**src/rtl/qmult_seq_pkg.sv**
```systemverilog
// qmult_seq_pkg: shared state encoding and sign-magnitude field helpers for qmult_seq/qadd
package qmult_seq_pkg;
  typedef enum logic [1:0] {IDLE, CALC, DONE} state_t;
  function automatic int sgn_idx(input int n);
    return n - 1;
  endfunction
  function automatic int mag_msb(input int n);
    return n - 2;
  endfunction
  function automatic int cnt_width(input int n);
    return $clog2(n - 1);
  endfunction
endpackage

```
**src/rtl/qmult_pack.sv**
```systemverilog
// qmult_pack: truncate/saturate/zero-sign packing of a 2N-2 bit magnitude product
//  acc  in  2N-2  full unsigned product magnitude
//  sgn  in  1     product sign before zero fixup
//  mag  out N-1   truncated or saturated magnitude
//  sign out 1     output sign, forced to 0 when mag is zero
//  ovr  out 1     magnitude overflow
module qmult_pack import qmult_seq_pkg::*; #(
  parameter int Q = 15,
  parameter int N = 32
) (
  input  logic [2*N-3:0]    acc,
  input  logic              sgn,
  output logic [mag_msb(N):0] mag,
  output logic              sign,
  output logic              ovr
);
  logic [2*N-3:0] shifted;
  assign shifted = acc >> Q;
  assign ovr = |shifted[2*N-3:N-1];
  assign mag = ovr ? '1 : shifted[N-2:0];
  assign sign = sgn & |mag;
endmodule

```
**src/rtl/qmult_seq.sv**
```systemverilog
// qmult_seq: sequential shift-add sign-magnitude fixed-point multiplier, Q fractional bits
//  clk      in  1  clock, rising edge
//  rst_n    in  1  synchronous active-low reset
//  i_start  in  1  request, sampled only when idle
//  i_a/i_b  in  N  sign-magnitude operands, latched on accepted start
//  o_busy   out 1  high while not idle
//  o_done   out 1  one-cycle pulse with result valid
//  o_result out N  sign-magnitude product, held until next done
//  o_ovr    out 1  saturation flag, held with o_result
module qmult_seq import qmult_seq_pkg::*; #(
  parameter int Q = 15,
  parameter int N = 32
) (
  input  logic         clk,
  input  logic         rst_n,
  input  logic         i_start,
  input  logic [N-1:0] i_a,
  input  logic [N-1:0] i_b,
  output logic         o_busy,
  output logic         o_done,
  output logic [N-1:0] o_result,
  output logic         o_ovr
);
  localparam int CW = cnt_width(N);
  localparam int AW = 2*N - 2;
  state_t state;
  logic [N-2:0] mag_b, pk_mag;
  logic [AW-1:0] mcand, acc, acc_next;
  logic [CW-1:0] cnt;
  logic sgn, pk_sgn, pk_ovr;
  assign acc_next = acc + (mag_b[0] ? mcand : '0);
  assign o_busy = state != IDLE;
  // packing looks at acc_next so the last partial product lands in the same edge as DONE entry
  qmult_pack #(.Q(Q), .N(N)) u_pack (
    .acc(acc_next),
    .sgn(sgn),
    .mag(pk_mag),
    .sign(pk_sgn),
    .ovr(pk_ovr)
  );
  always_ff @(posedge clk) begin
    if (!rst_n) begin
      state <= IDLE;
      mag_b <= '0;
      mcand <= '0;
      acc <= '0;
      cnt <= '0;
      sgn <= 1'b0;
      o_done <= 1'b0;
      o_result <= '0;
      o_ovr <= 1'b0;
    end else begin
      o_done <= 1'b0;
      case (state)
        IDLE: if (i_start) begin
          mcand <= AW'(i_a[mag_msb(N):0]);
          mag_b <= i_b[mag_msb(N):0];
          sgn <= i_a[sgn_idx(N)] ^ i_b[sgn_idx(N)];
          acc <= '0;
          cnt <= '0;
          state <= CALC;
        end
        CALC: begin
          acc <= acc_next;
          mcand <= mcand << 1;
          mag_b <= mag_b >> 1;
          cnt <= cnt + 1'b1;
          if (cnt == CW'(N-2)) begin
            o_result <= {pk_sgn, pk_mag};
            o_ovr <= pk_ovr;
            o_done <= 1'b1;
            state <= DONE;
          end
        end
        DONE: state <= IDLE;
        default: state <= IDLE;
      endcase
    end
  end
endmodule

```
**config.mk**
```make
export PLATFORM = sky130hd
export DESIGN_NAME = qmult_seq
export DESIGN_NICKNAME = d
export VERILOG_FILES = /design/src/rtl/qmult_seq_pkg.sv /design/src/rtl/qmult_pack.sv /design/src/rtl/qmult_seq.sv
export SDC_FILE = /design/constraint.sdc
export NUM_CORES = 1
export LEC_CHECK = 0
export CAP_MARGIN = 5
export CORE_MARGIN = 2
export CORE_UTILIZATION = 25
export DETAILED_ROUTE_END_ITERATION = 8
export DONT_BUFFER_PORTS = 1
export GPL_ROUTABILITY_DRIVEN = 0
export PLACE_DENSITY = 0.37
export SLEW_MARGIN = 5
export SYNTH_ARGS = -nofsm -noshare
export SYNTH_HDL_FRONTEND = slang
export SYNTH_SLANG_ARGS = --single-unit
```
**constraint.sdc**
```tcl
create_clock -name clk -period 4.8 [get_ports clk]
set_input_delay 1.44 -clock clk [delete_from_list [all_inputs] [get_ports clk]]
set_output_delay 1.44 -clock clk [all_outputs]
set_load 0.01 [all_outputs]
```
## Word-level counts from Yosys, hierarchy flattened

Cells that the tools add are included.

- Add/subtract/negate cells: 2
- Equality and inequality tests: 4
- Multiplexer cells: 14
- Bitwise gates (word level): 2
- Reductions and logical operators: 10

Operators with widths:

| operator | number |
|---|---|
| $pmux W62 S2 | 2 |
| $mux W62 | 3 |
| $add A62 B62 Y62 | 1 |
| $mux W31 | 2 |
| $pmux W31 S2 | 1 |
| $reduce_or A31 Y1 | 1 |
| $reduce_or A16 Y1 | 1 |
| $pmux W5 S2 | 1 |
| $reduce_and A2 Y1 | 5 |
| $add A5 B1 Y5 const B | 1 |
| $eq A5 B5 Y1 const B | 1 |
| $mux W5 | 1 |
| $mux W2 | 2 |
| $ne A2 B2 Y1 const B | 2 |
| $pmux W2 S2 | 1 |
| $reduce_bool A2 Y1 | 2 |
| $eq A2 B1 Y1 const B | 1 |
| $logic_not A2 Y1 | 1 |
| $and A1 B1 Y1 | 1 |
| $mux W1 | 1 |
| $xor A1 B1 Y1 | 1 |

- Bits in registers: 197
- Input bits: 67
- Output and inout port bits: 35
- Word-level logic and storage cells: 41

## Logic depth before layout (Yosys ltp)

Gate-level depths: netlist (run 1).

- Word-level depth: 6
- Gate-level depth with buffers: 19
- Depth with buffers taken out: 15

## By module

A second synthesis (run 1) with hierarchy kept.

- Cell total of the unflattened synthesis: 1,452
- Area total of the unflattened synthesis: 11,621.1 um^2

By module, submodules not included:

| module | instances | cells each | area an instance (um^2) | seq. area each (um^2) |
|---|---|---|---|---|
| qmult_seq | 1 | 1,402 | 11,312.1 | 3,943.8 |
| qmult_pack | 1 | 50 | 309.0 | 0.0 |

## Worst setup path before layout (run 1)

No wires, ideal clock.

- Path kind: register to register
- From: register mag_b[0]
- To: register o_result[25]
- Setup time: 0.119 ns
- Arrival: 3.867 ns
- Required time: 4.681 ns
- Path slack: 0.815 ns
- Stages on the path, launching flop included: 19
- Buffers on the path: 3
- Period minus slack after synthesis: 3.985 ns
- Path through: dfxtp_1 -> clkbuf_1 -> clkbuf_1 -> and2_1 -> ha_1 -> inv_1 -> fa_1 -> nand2b_1 -> a21oi_4 -> o21ai_2 -> a2111o_1 -> and2_4 -> o31ai_2 -> a31oi_1 -> xor2_1 -> and4b_4 -> nand3_2 -> buf_4 -> o221a_1

- Cells in the longest elaborated chain, start to end: 4

RTL lines:

| what | line | RTL |
|---|---|---|
| start, declared | qmult_seq.sv:27 | `logic [N-2:0] mag_b, pk_mag;` |
| start signal, assigned | qmult_seq.sv:57 | `mag_b <= i_b[mag_msb(N):0];` |
| start signal, assigned | qmult_seq.sv:66 | `mag_b <= mag_b >> 1;` |
| $mux W62 * | qmult_seq.sv:31 | `assign acc_next = acc + (mag_b[0] ? mcand : '0);` |
| $add A62 B62 Y62 * | qmult_seq.sv:31 |  |
| $reduce_or A16 Y1 | qmult_pack.sv:19 | `assign ovr = \|shifted[2*N-3:N-1];` |
| $mux W31 * | qmult_pack.sv:20 | `assign mag = ovr ? '1 : shifted[N-2:0];` |
| end signal, assigned | qmult_seq.sv:69 | `o_result <= {pk_sgn, pk_mag};` |
| end, declared | qmult_seq.sv:21 | `output logic [N-1:0] o_result,` |

Mark *: on every way between the ends. The rest lies on a longest branch, timed or not.
A chain may end at the register's enable or synchronous reset.

## Final worst setup path (run 1)

- From: register mag_b[0]
- To: register o_result[31]

- Cells in the longest elaborated chain, start to end: 6

RTL lines:

| what | line | RTL |
|---|---|---|
| $mux W62 * | qmult_seq.sv:31 |  |
| $add A62 B62 Y62 * | qmult_seq.sv:31 |  |
| $reduce_or A16 Y1 | qmult_pack.sv:19 |  |
| $mux W31 * | qmult_pack.sv:20 |  |
| $reduce_or A31 Y1 * | qmult_pack.sv:21 | `assign sign = sgn & \|mag;` |
| $and A1 B1 Y1 * | qmult_pack.sv:21 |  |

Marks and branches as above.

==> results.tsv, run 1 <==
metric	value	unit
skew	17.6	ps
path_class	reg2reg	
drtIter0Drc	793	
core	0.0488	mm2
cts_hold_buf	0	
final_net_count	1633	
antennaDiodeCount	0	
post_cts_resized	0	
cts_num_sinks	197	
die_w	226	um
rsz0062_at_grt	false	
async_reset_ff_frac	0	
rows	81	
nFillCells	5418	
synth_flop_cell	dfxtp_1	
worstSetupStartpointType	flip-flop	
p_per_area	255	mW/mm2
htree_levels	4	
period_minus_slack	4520	ps
cts_tree	done	
placed_area	0.0130	mm2
remaining_drc_errors	0	
worstHoldStart	mag_b[1]$_SDFFE_PN0P_	
slew_headroom	0.450	
cap_viol_max_count	0	
drive_above_1_share	0.0752	
holdCritPathClass	reg2reg	
synth-edff-count	0	
drt-total-wl	44700	um
tightest_slew	819	ps
port-buffer-count	0	
vias	11300	
post-cts-setup-buffers	0	
clockRootBuffer	clkbuf_16	
clkLatencyLatePin	500	ps
finalCritPeriodShare	0.942	
hpwlAfterDp	32900	um
antenna_found_initial	0	
die_h	226	um
clock_path_buffers	2	
finish.instance_area	0.0137	mm2
cts_buffers	17	
start_util	0.253	
critPathMaxFanout	25	
end_kind	flip-flop	
track_usage	0.178	
first_global_vias	10900	
synth-seq-cells	197	
grt_max_degree	199	
crit_arrival	4900	ps
clk_pin_slew	90	ps
r2r_start	mag_b[0]$_SDFFE_PN0P_	
syn-num-nets	1692	
fmax	0.221	GHz
synth_area	0.0123	mm2
yosysWarnings	0	
grt_pass1_wl	69100	um
viasPerCell	5.17	
synth_cell_types	82	
ant_nets	0	
netlist_instances	1561	
routedWlPerCell	20.5	um
setup-tns-final	0	ps
status	completed	
die-area	0.0512	mm2
leakagePower	4.97	nW
ir_drop	235	uV
drv_slew	0	
firstDrtPassIters	5	
crit_required	5180	ps
syn2layout_area_growth	10.6	%
whs	467	ps
avgSynthCellArea	7.91	um2
yosysSeqAreaShare	0.319	
report.final.setup_viol	0	
finalHoldViolCount	0	
ios	102	
grt_overflow	0	
crit_start	mag_b[0]$_SDFFE_PN0P_	
==> cell usage after synthesis (3+ instances only) <==
master / count / area [um2]
dfxtp_1: 197 / 3940
nand2_1: 196 / 736
a21boi_0: 109 / 818
and2_1: 104 / 651
nand3_1: 99 / 495
a21oi_1: 94 / 470
o21ai_0: 94 / 470
clkbuf_1: 86 / 323
nor2_1: 79 / 297
ha_1: 63 / 788
a22oi_1: 62 / 465
nand4_1: 31 / 194
xnor2_1: 26 / 228
xor2_1: 24 / 210
a21o_1: 23 / 173
nor3_1: 18 / 90.1
buf_2: 16 / 80.1
nor2b_1: 16 / 100
and3_1: 15 / 93.8
a31oi_1: 14 / 87.6
o21a_1: 13 / 97.6
inv_1: 12 / 45.0
o21ai_1: 12 / 60.1
o221a_1: 10 / 113
a21oi_2: 9 / 78.8
nand2b_1: 9 / 56.3
o221ai_1: 9 / 78.8
and4_1: 8 / 70.1
nor4_1: 6 / 37.5
o211ai_1: 6 / 45.0
o221a_2: 6 / 67.6
o31ai_1: 6 / 45.0
a211oi_1: 5 / 37.5
o21bai_1: 5 / 37.5
or4_1: 5 / 37.5
buf_1: 4 / 15.0
or3_1: 4 / 25.0
buf_6: 3 / 33.8
mux2i_1: 3 / 30.0
o2111ai_1: 3 / 26.3
o311ai_1: 3 / 26.3
==> registers in the layout, summed over array words and instances (netlist names) <==
| signal | cells |
|---|---|
| acc | 62 |
| mcand | 62 |
| o_result | 32 |
| mag_b | 31 |
| cnt | 5 |
| state | 2 |
| o_done | 1 |
| o_ovr | 1 |
| sgn | 1 |
==> stage by stage <==
step | total power, W | cells | util | setup slack (ps)
floorplan | 0.00193 | 1561 | - | 815
global placement | 0.00201 | 2147 | 0.267 | 133
detailed placement | 0.00201 | 2147 | 0.267 | 103
CTS | 0.00356 | 2179 | 0.279 | 62.5
global route | 0.00365 | 2179 | 0.279 | 33.9
finish | 0.00348 | 2179 | 0.279 | 280
==> worst max-delay path, stage by stage (launching register included) <==
cell,delay (ps)
dfxtp_2,360
buf_4,250
and2_1,210
ha_1,350
a21oi_1,280
o21ai_0,150
a21o_1,220
a21oi_1,270
nand3_1,250
a21boi_2,280
xnor2_1,230
or4_1,650
nor4_2,350
a41oi_1,160
or3_1,360
==> cells by family (layout without fill, tap and decap cells) <==
kind of cell,count (synthesis),count (layout),share of synthesized area
AO/OA/AOI/OAI,510,510,0.283
AND/OR/NAND/NOR,612,612,0.252
multiplexers,4,4,0.00334
buffers and inverters,124,78,0.0418
flip-flops,197,197,0.319
XOR/XNOR,50,50,0.0355
adder cells (fa/ha/maj),64,64,0.0655
==> per-layer routing <==
metal / part of all wire / global-route usage
met5: 0 / 0
met4: 0.025 / 0.0603
met3: 0.043 / 0.0359
met2: 0.47 / 0.290
met1: 0.46 / 0.234
==> final cells by class <==
| cell class | count | area (um2) | area share |
|---|---|---|---|
| clock inverter | 15 | 193 | 0.0141 |
| multi-input combinational | 1240 | 7930 | 0.581 |
| sequential | 197 | 3950 | 0.289 |
| timing repair buffer | 34 | 280 | 0.0205 |
| clock buffer | 17 | 425 | 0.0312 |
| inverter | 12 | 45.0 | 0.00330 |
| tap | 664 | 831 | 0.0609 |
==> path summary, 6_finish.rpt <==
path                            cells past startpoint                         to  slack [ps]
worst max-delay path                               14  o_result[31]$_SDFFE_PN0P_         280
worst min-delay path                                2      mag_b[1]$_SDFFE_PN0P_         470
worst max register to register                     14  o_result[31]$_SDFFE_PN0P_         280
worst min register to register                      2      mag_b[1]$_SDFFE_PN0P_         470
==> power breakdown <==
part / internal [W] / switching (W)
combinational: 0.0000771 / 0.000178
sequential: 0.00168 / 0.0000313
clock: 0.000715 / 0.000803
==> cell usage in the layout (no fill, tap or decap), types with 13 or more instances in the layout <==
master	instances
a21oi_1	94
nand3_1	99
xnor2_1	26
o21ai_0	94
nor3_1	18
a21o_1	23
nor2_1	77
and3_1	15
a22oi_1	62
nor2b_1	15
a31oi_1	14
nand2_1	195
dfxtp_1	196
buf_4	32
and2_1	103
nand4_1	31
ha_1	63
clkbuf_16	17
a21boi_0	109
o21a_1	13
xor2_1	24
(Power assumes the default switching activity.)
==> inputs of run 2 (changes only) <==
--- a/config.mk
+++ b/config.mk
@@ -12,6 +12,7 @@
 export DONT_BUFFER_PORTS = 1
 export GPL_ROUTABILITY_DRIVEN = 0
 export PLACE_DENSITY = 0.37
+export SKIP_CTS_REPAIR_TIMING = 1
 export SLEW_MARGIN = 5
 export SYNTH_ARGS = -nofsm -noshare
 export SYNTH_HDL_FRONTEND = slang
==> results of run 2 <==
No change in the layout: final DEF, timing and power equal those of run 1.
